**config.mk**
```make
export PLATFORM = sky130hd
export DESIGN_NAME = data_cache
export DESIGN_NICKNAME = d
export VERILOG_FILES = /design/src/rtl/data_cache.sv
export SDC_FILE = /design/constraint.sdc
export NUM_CORES = 1
export LEC_CHECK = 0
export ABC_AREA = 1
export BUFFER_PORTS_ARGS = -buffer_cell sky130_fd_sc_hd__buf_2
export CORE_ASPECT_RATIO = 1.25
export CORE_UTILIZATION = 45
export DETAILED_ROUTE_END_ITERATION = 8
export GPL_ROUTABILITY_DRIVEN = 0
export GPL_TIMING_DRIVEN = 1
export SETUP_SLACK_MARGIN = 0.02
export SLEW_MARGIN = 20
export SYNTH_ARGS = -nofsm -noshare
export SYNTH_HDL_FRONTEND = slang
export SYNTH_SLANG_ARGS = --single-unit
```
**constraint.sdc**
```tcl
create_clock -name clock -period 3.1 [get_ports clock]
set_input_delay 0.31 -clock clock [delete_from_list [all_inputs] [get_ports clock]]
set_output_delay 0.31 -clock clock [all_outputs]
set_load 0.02 [all_outputs]
```
**src/rtl/data_cache.sv**
```systemverilog
// data_cache: direct-mapped write-back write-allocate cache in front of a byte-wide data memory.
// Define DCACHE_STATS_EN to add saturating hit_count/miss_count outputs.
module data_cache #(
  parameter int INDEX_BITS  = 3,
  parameter int OFFSET_BITS = 2
) (
  input  logic       clock,
  input  logic       reset,
  input  logic       read,
  input  logic       write,
  input  logic [7:0] address,
  input  logic [7:0] writedata,
  output logic [7:0] readdata,
  output logic       busywait,
  output logic       mem_read,
  output logic       mem_write,
  output logic [7:0] mem_address,
  output logic [7:0] mem_writedata,
  input  logic [7:0] mem_readdata,
  input  logic       mem_busywait
`ifdef DCACHE_STATS_EN
  ,
  output logic [15:0] hit_count,
  output logic [15:0] miss_count
`endif
);
  localparam int TAG_BITS = 8 - INDEX_BITS - OFFSET_BITS;
  localparam int NB = 1 << INDEX_BITS;
  localparam int BPB = 1 << OFFSET_BITS;
  typedef enum logic [1:0] {IDLE, WRITEBACK, ALLOCATE, UPDATE} state_t;
  state_t state;
  logic [7:0] data_arr [NB][BPB];
  logic [TAG_BITS-1:0] tag_arr [NB];
  logic [NB-1:0] valid, dirty;
  logic [TAG_BITS-1:0] a_tag, req_tag;
  logic [INDEX_BITS-1:0] a_idx, req_idx;
  logic [OFFSET_BITS-1:0] a_off, k, k_nxt;
  logic gap, access, hit, xfer, byte_done;
  assign a_tag = address[7 -: TAG_BITS];
  assign a_idx = address[OFFSET_BITS +: INDEX_BITS];
  assign a_off = address[OFFSET_BITS-1:0];
  assign access = read ^ write;
  assign hit = valid[a_idx] && tag_arr[a_idx] == a_tag;
  assign busywait = (state != IDLE) | (access & ~hit);
  assign readdata = hit ? data_arr[a_idx][a_off] : 8'h00;
  assign k_nxt = k + 1'b1;
  assign xfer = state == WRITEBACK || state == ALLOCATE;
  assign byte_done = xfer && !gap && !mem_busywait;
  // Each byte: REQ phase (strobe high) until memory is idle, then one GAP cycle so the next strobe is a fresh edge.
  always_ff @(posedge clock or posedge reset) begin
    if (reset) begin
      state <= IDLE;
      valid <= '0;
      dirty <= '0;
      k <= '0;
      gap <= 1'b0;
      mem_read <= 1'b0;
      mem_write <= 1'b0;
      mem_address <= '0;
      mem_writedata <= '0;
      req_tag <= '0;
      req_idx <= '0;
    end else begin
      case (state)
        IDLE: begin
          if (access && hit && write) dirty[a_idx] <= 1'b1;
          else if (access && !hit) begin
            req_tag <= a_tag;
            req_idx <= a_idx;
            k <= '0;
            gap <= 1'b0;
            valid[a_idx] <= 1'b0;
            if (valid[a_idx] && dirty[a_idx]) begin
              state <= WRITEBACK;
              mem_write <= 1'b1;
              mem_address <= {tag_arr[a_idx], a_idx, {OFFSET_BITS{1'b0}}};
              mem_writedata <= data_arr[a_idx][0];
            end else begin
              state <= ALLOCATE;
              mem_read <= 1'b1;
              mem_address <= {a_tag, a_idx, {OFFSET_BITS{1'b0}}};
            end
          end
        end
        WRITEBACK, ALLOCATE: begin
          if (byte_done) begin
            mem_read <= 1'b0;
            mem_write <= 1'b0;
            gap <= 1'b1;
          end else if (gap) begin
            gap <= 1'b0;
            k <= k_nxt;
            if (&k) begin
              state <= state == WRITEBACK ? ALLOCATE : UPDATE;
              mem_read <= state == WRITEBACK;
              mem_address <= {req_tag, req_idx, {OFFSET_BITS{1'b0}}};
            end else begin
              mem_read <= state == ALLOCATE;
              mem_write <= state == WRITEBACK;
              mem_address <= {mem_address[7:OFFSET_BITS], k_nxt};
              mem_writedata <= data_arr[req_idx][k_nxt];
            end
          end
        end
        UPDATE: begin
          valid[req_idx] <= 1'b1;
          dirty[req_idx] <= 1'b0;
          state <= IDLE;
        end
        default: state <= IDLE;
      endcase
    end
  end
  // Line storage is intentionally not reset; valid bits guard it.
  always_ff @(posedge clock) begin
    if (state == IDLE && access && write && hit) data_arr[a_idx][a_off] <= writedata;
    if (state == ALLOCATE && byte_done) data_arr[req_idx][k] <= mem_readdata;
    if (state == UPDATE) tag_arr[req_idx] <= req_tag;
  end
`ifdef DCACHE_STATS_EN
  logic after_update;
  always_ff @(posedge clock or posedge reset) begin
    if (reset) begin
      after_update <= 1'b0;
      hit_count <= '0;
      miss_count <= '0;
    end else begin
      after_update <= state == UPDATE;
      if (state == IDLE && access && hit && !after_update && hit_count != 16'hFFFF) hit_count <= hit_count + 16'd1;
      if (state == IDLE && access && !hit && miss_count != 16'hFFFF) miss_count <= miss_count + 16'd1;
    end
  end
`endif
endmodule

```
==> results of run 1 <==
cells in the final DEF, fill, tap and decap left out, types with 4 or more instances in the layout:
cell       instances
inv_1            118
nor2_1           128
nor3_1            10
clkinv_2           6
inv_2             12
mux2_2             6
clkinv_1           9
edfxtp_1         280
o221ai_1           5
o2111ai_1          4
nand2_2           10
buf_12             6
o211ai_1          26
a21oi_1          143
nor2_4             4
nand4_1           29
nor4_1             9
nor2_2             5
nand2_1          427
buf_4            107
o22ai_1           23
ha_1              10
buf_2             54
dfrtp_1           43
clkbuf_16         37
o21ai_0          183
clkbuf_1           8
o21ai_1           12
nand3_1          110
critical path, delay by kind of cell (launching register included):
kind / cells / cell delay (ps)
and+or+nand+nor: 6 / 1120
adders and majority gates: 1 / 300
buffers and inverters: 5 / 550
DFF: 1 / 370
AOI/OAI and AO/OA: 3 / 370
Yosys cell counts (3+ instances only):
cell,n
inv_1,119
o21ai_1,13
buf_1,5
nand4_1,29
clkinv_1,3
nand3_1,109
a211oi_1,3
clkbuf_1,61
nand2_2,5
nand2_1,433
nor2_2,3
a21oi_1,144
o22ai_1,23
buf_2,23
o21ai_0,183
o221ai_1,5
edfxtp_1,280
ha_1,10
nor3_1,10
dfrtp_1,44
inv_2,11
buf_4,4
o2111ai_1,4
nor2_1,132
o211ai_1,26
nor4_1,9
mux2_2,8
power breakdown:
part / total (mW) / switching, mW / leakage (nW) / internal, mW
logic: 5.57 / 3.99 / 3.78 / 1.58
clock network: 4.11 / 1.67 / 0.542 / 2.44
registers: 5.44 / 0.221 / 3.07 / 5.22
total: 15.1 / 5.88 / 7.40 / 9.24
worst paths after layout:
path | to | slack [ps] | cells after the start
hold reg to reg | mem_address[5] | 470 | 2
hold / removal | req_tag[1] | 110 | 3
setup / recovery | data_arr[3][1] | 70 | 15
min in group asynchronous | mem_address[2] | 330 | 3
setup reg to reg | data_arr[3][1] | 70 | 15
max in group asynchronous | req_idx[0] | 2030 | 4
cell type report:
cell class                      count  share of cell area
Antenna cell                        1            0.000135
Clock buffer                       46              0.0522
Clock inverter                     15             0.00775
Inverter                          134              0.0272
Multi-Input combinational cell   1175               0.304
Sequential cell                   324               0.512
Tap cell                          468              0.0315
Timing Repair Buffer              169              0.0654
repair_timing:
action,CTS,global route
endpoints found under the setup margin,0,289
endpoints found under the hold margin,20,0
hold buffers,1,0
gates resized for setup,0,17
layer usage:
layer | part of all wire | track usage
met1 | 0.37 | 0.397
met2 | 0.47 | 0.512
met3 | 0.098 | 0.0471
met4 | 0.058 | 0.175
met5 | 0 | 0
sequential cells by signal, indices dropped and copies added (netlist names), 2 cells and up:
register,count
data_arr,256
tag_arr,24
dirty,8
mem_address,8
mem_writedata,8
valid,8
req_idx,3
req_tag,3
state,2
through the flow:
step | utilization | cell area [um^2] | power (mW) | cells | TNS [ps]
after CTS | 0.533 | 18500 | 15.0 | 2330 | 0
after global routing | 0.535 | 18600 | 15.8 | 2331 | -6230
final | 0.535 | 18600 | 15.1 | 2332 | 0
after detailed placement | 0.501 | 17400 | 10.9 | 2268 | 0
after floorplan | - | 16000 | 8.82 | 1727 | 0
after global placement | 0.501 | 17400 | 10.8 | 2268 | 0
logic make-up (layout without fill, tap and decap cells):
kind of cell	after synthesis	count (layout)	share of synthesized area
AO/OA/AOI/OAI	410	410	0.138
flip-flops	324	324	0.594
other	0	1	0
multiplexers	8	8	0.00563
XOR/XNOR	1	1	0.000547
AND/OR/NAND/NOR	745	746	0.196
adder cells (fa/ha/maj)	10	10	0.00781
buffers and inverters	229	364	0.0574
==> impl_metrics.py, run 1 <==
metrics = {
    "outcome": {
        "status": "finished, final reports clean",
    },
    "final_layout": {
        "drive_gt1_frac": 0.144,
        "register_area_mm2": 0.00951,
        "multi_input_area_mm2": 0.00565,
        "fillCellCount": 3126,
        "areaGrowthSynthToFinish_pct": 16.0,
        "finalNetCount": 1878,
    },
    "sta": {
        "fmax_mhz": 330,
        "relSlewSlack": 0.465,
        "final_hold_viol_count": 0,
        "slew_viol_final": 0,
        "setup_slack_ps": 68.3,
        "whs_ps": 113,
        "min_period_over_period": 0.978,
        "tightest_slew_ps": 802,
        "skew_ps": 21.6,
        "period_minus_slack_ps": 3030,
        "setup_viol": 0,
        "rsz0062_at_grt": "true",
    },
    "grt": {
        "grt_max_degree": 62,
        "antenna_found_initial": 1,
        "first_global_vias": 13200,
        "grt.overflow.total": 0,
        "grtUsageTotal": 0.313,
        "grt_first_pass_wirelength_um": 81900,
    },
    "synth": {
        "synthTopCellsByArea": "edfxtp_1 (53%), nand2_1 (10%), dfrtp_1 (6.9%)",
        "synth-edff-count": 280,
        "netlist_area_mm2": 0.0160,
        "synth_seq_area_share": 0.594,
        "yosys_warnings": 0,
        "synth_cells": 1727,
        "syn_area_per_cell_um2": 9.27,
        "synth-main-ff-cell": "edfxtp_1",
        "ys_seq_elements": 324,
        "syn_nets": 1766,
        "synth-async-reset-ratio": 0.136,
        "synth.distinct_cells": 48,
        "synth_top_area_frac": 0.525,
        "yosys.area.top_type": "edfxtp_1",
    },
    "floorplan": {
        "fp.coreArea_mm2": 0.0347,
        "die-width_um": 171,
        "die_height_um": 213,
        "dieArea_mm2": 0.0364,
        "start_util": 0.461,
        "boundaryPins": 56,
        "rows": 76,
    },
    "routing": {
        "wl_per_cell_um": 23.9,
        "wirelength_um": 55700,
        "drt_first_pass_iters": 6,
        "drc": 0,
        "vias": 14000,
        "vias_per_cell": 5.98,
        "drt_iter0_drc": 2036,
        "ant_nets": 0,
    },
    "job": {
        "cap_violations": 0,
    },
    "clock_network": {
        "insertion_delay_ps": 530,
        "htreeDepth": 2,
        "clockRootBuffer": "clkbuf_16",
        "clk_pin_slew_worst_paths_ps": 60,
        "cts_tree": "built",
        "clkSinkCount": 324,
        "cts_setup_buffers": 0,
        "cts_buffers": 35,
        "clock_path_buffers": 3,
    },
    "worst_setup_path": {
        "crit_arrival_ps": 3270,
        "critPathLaunchType": "register",
        "crit_chain": "inv_1 -> ha_1 -> inv_2 -> nor2_2 -> inv_2 -> or2_1 -> nor2_8 -> o21ai_1 -> nand3_1 -> o21ai_2 -> nor2_1 -> nand2_1 -> buf_4 -> a21oi_1 -> buf_4",
        "worstPathMaxFanout": 8,
        "end_kind": "register",
        "rr_startpoint": "state[0]",
        "required_ps": 3340,
        "critPathKind": "register to register",
        "cpMaxStageDelayCell": "dfrtp_1",
        "cpPeakStageDelay_ps": 370,
        "cp-startpoint": "state[0]",
    },
    "place": {
        "io_buffer_count": 55,
        "dpl.hpwl_um": 38200,
        "place_ws_ps": 106,
    },
    "min_path": {
        "hold_start": "address[6]",
        "hp-class": "input port to register",
    },
    "power_and_ir_drop": {
        "powerDensity_mw_per_mm2": 814,
        "p_leak_nw": 7.40,
        "peakVddDrop_mv": 0.445,
    },
}
(Power assumes the default switching activity.)
==> run 2: changes to the inputs <==
--- a/config.mk
+++ b/config.mk
@@ -11,6 +11,6 @@
 export CORE_UTILIZATION = 45
 export DETAILED_ROUTE_END_ITERATION = 8
-export GPL_ROUTABILITY_DRIVEN = 0
 export GPL_TIMING_DRIVEN = 1
+export RECOVER_POWER = 50
 export SETUP_SLACK_MARGIN = 0.02
 export SLEW_MARGIN = 20
==> constraint.sdc (replaced) <==
create_clock -name clock -period 3.1 [get_ports clock]
set_input_delay 0.775 -clock clock [delete_from_list [all_inputs] [get_ports clock]]
set_output_delay 0.775 -clock clock [all_outputs]
set_load 0.02 [all_outputs]
==> impl_metrics.py, run 2 (synthesized netlist as in run 1, its figures left out) <==
metrics = {
    "outcome": {
        "violations": "max-capacitance violations, max-slew violations, negative setup slack",
        "status": "finished, violations left",
    },
    "clock_network": {
        "ctsHoldBuffers": 0,
        "clk_pin_slew_worst_paths_ps": 60,
        "htreeDepth": 2,
        "insertion_delay_ps": 540,
        "clkSinkCount": 324,
        "cts_buffers": 36,
        "clock_path_buffers": 3,
        "clockRootBuffer": "clkbuf_16",
        "cts_tree": "built",
    },
    "grt": {
        "grt.overflow.total": 0,
        "antenna_found_initial": 0,
        "grtUsageMet2": 0.508,
        "grt_first_pass_wirelength_um": 82500,
        "grtUsageTotal": 0.313,
        "first_global_vias": 13700,
        "grt_use_met1": 0.388,
        "top_usage_layer": "met2",
        "grt_max_degree": 74,
        "use_met3": 0.0573,
    },
    "sta": {
        "period_minus_slack_ps": 3280,
        "fin_tns_setup_ps": -6310,
        "relSlewSlack": -0.158,
        "rsz0062_at_grt": "true",
        "final_hold_viol_count": 0,
        "whs_ps": 466,
        "setup_slack_ps": -183,
        "setup_viol": 218,
        "min_period_over_period": 1.06,
        "tightest_slew_ps": 1740,
        "slew_viol_final": 45,
        "skew_ps": 23.7,
        "fmax_mhz": 305,
    },
    "routing": {
        "vias_per_cell": 5.85,
        "drt_iter0_drc": 1465,
        "drc": 0,
        "ant_nets": 0,
        "vias": 14100,
        "drt_first_pass_iters": 6,
        "wirelength_um": 55900,
        "wl_per_cell_um": 23.1,
    },
    "job": {
        "cap_violations": 1,
    },
    "final_layout": {
        "finalNetCount": 1963,
        "fillCellCount": 2986,
        "largest_registers": "data_arr x256, tag_arr x24",
        "final_util": 0.580,
        "mostFrequentLayoutCells": "nand2_1 (416), edfxtp_1 (280), o21ai_0 (166)",
        "drive_gt1_frac": 0.211,
        "areaGrowthSynthToFinish_pct": 25.6,
        "multi_input_area_mm2": 0.00615,
        "regMostFlops": "data_arr",
        "diodes": 0,
        "largest_reg_flops": 256,
        "design_area_mm2": 0.0201,
        "register_area_mm2": 0.00951,
        "final_common_cell": "nand2_1",
    },
    "power_and_ir_drop": {
        "p_leak_nw": 7.95,
        "peakVddDrop_mv": 0.480,
        "powerDensity_mw_per_mm2": 773,
    },
    "place": {
        "placed_area_mm2": 0.0179,
        "gp_congestion": 0.937,
        "dpl.hpwl_um": 37000,
        "place_ws_ps": -380,
        "io_buffer_count": 55,
    },
    "worst_setup_path": {
        "crit_chain": "buf_8 -> buf_6 -> nor2_4 -> buf_12 -> buf_12 -> nand3_2 -> nand2_2 -> nor2_1 -> nand2_1 -> nand2_1 -> nor2_2 -> nand2_4 -> buf_12 -> a41oi_2 -> buf_4",
        "end_kind": "primary output",
        "cpPeakStageDelay_ps": 210,
        "worstPathMaxFanout": 6,
        "required_ps": 2320,
        "cpMaxStageDelayCell": "a41oi_2",
        "reg2reg_depth": 17,
        "critPathKind": "input port to primary output",
        "critPathLaunchType": "input port",
        "crit_arrival_ps": 2510,
        "path_common_cell": "buf_12",
    },
    "floorplan": {
        "die-width_um": 171,
        "boundaryPins": 56,
        "fp.coreArea_mm2": 0.0347,
        "start_util": 0.461,
        "dieArea_mm2": 0.0364,
        "die_height_um": 213,
        "rows": 76,
    },
    "min_path": {
        "whs_path_depth": 2,
        "hp-class": "register to register",
    },
}
-- run 2: worst paths after layout --
check / end / start / slack (ps)
setup / recovery: readdata[6] / address[3] / -180
hold / removal: mem_read / mem_read / 470
min in group asynchronous: mem_address[3] / reset / 790
max in group asynchronous: req_idx[0] / reset / 1170
setup reg to reg: data_arr[7][5] / state[0] / -80
hold reg to reg: mem_read / mem_read / 470
-- run 2: stage by stage --
step                      power [mW]  cells
after floorplan                 8.83   1727
final                           15.5   2418
after global routing            16.2   2418
after CTS                       15.3   2411
after detailed placement        11.2   2317
after global placement          11.1   2317
-- run 2: routing by layer --
metal / share of wire / vias up
met2: 0.46 / 830
met4: 0.068 / 0
met5: 0 / -
li1: - / 6395
met3: 0.095 / 194
met1: 0.37 / 6721
-- run 2: what timing repair did --
item / in CTS / in global routing
gates cloned: 6 / 0
setup endpoints to repair: 457 / 505
pin swaps: 25 / 24
resized for setup: 129 / 83
setup buffers: 25 / 7
hold endpoints to repair: 0 / 0
-- run 2: report_power, final --
part           internal (mW)  leakage [nW]  total [mW]  switching, mW
Sequential              5.22          3.07        5.45          0.237
Clock                   2.21         0.528        3.97           1.77
Combinational           1.88          4.36        6.12           4.24
-- run 2: area by class of cell --
cell class | instances | area share
Timing Repair Buffer | 254 | 0.111
Multi-Input combinational cell | 1174 | 0.306
Clock buffer | 43 | 0.0471
Clock inverter | 21 | 0.00653
Inverter | 134 | 0.0279
Sequential cell | 324 | 0.473
Tap cell | 468 | 0.0291
-- run 2: worst max-delay path: cells and delay by family --
family | cells | cell delay [ps]
buf+inv | 6 | 810
compound gates | 1 | 210
simple gates | 8 | 680
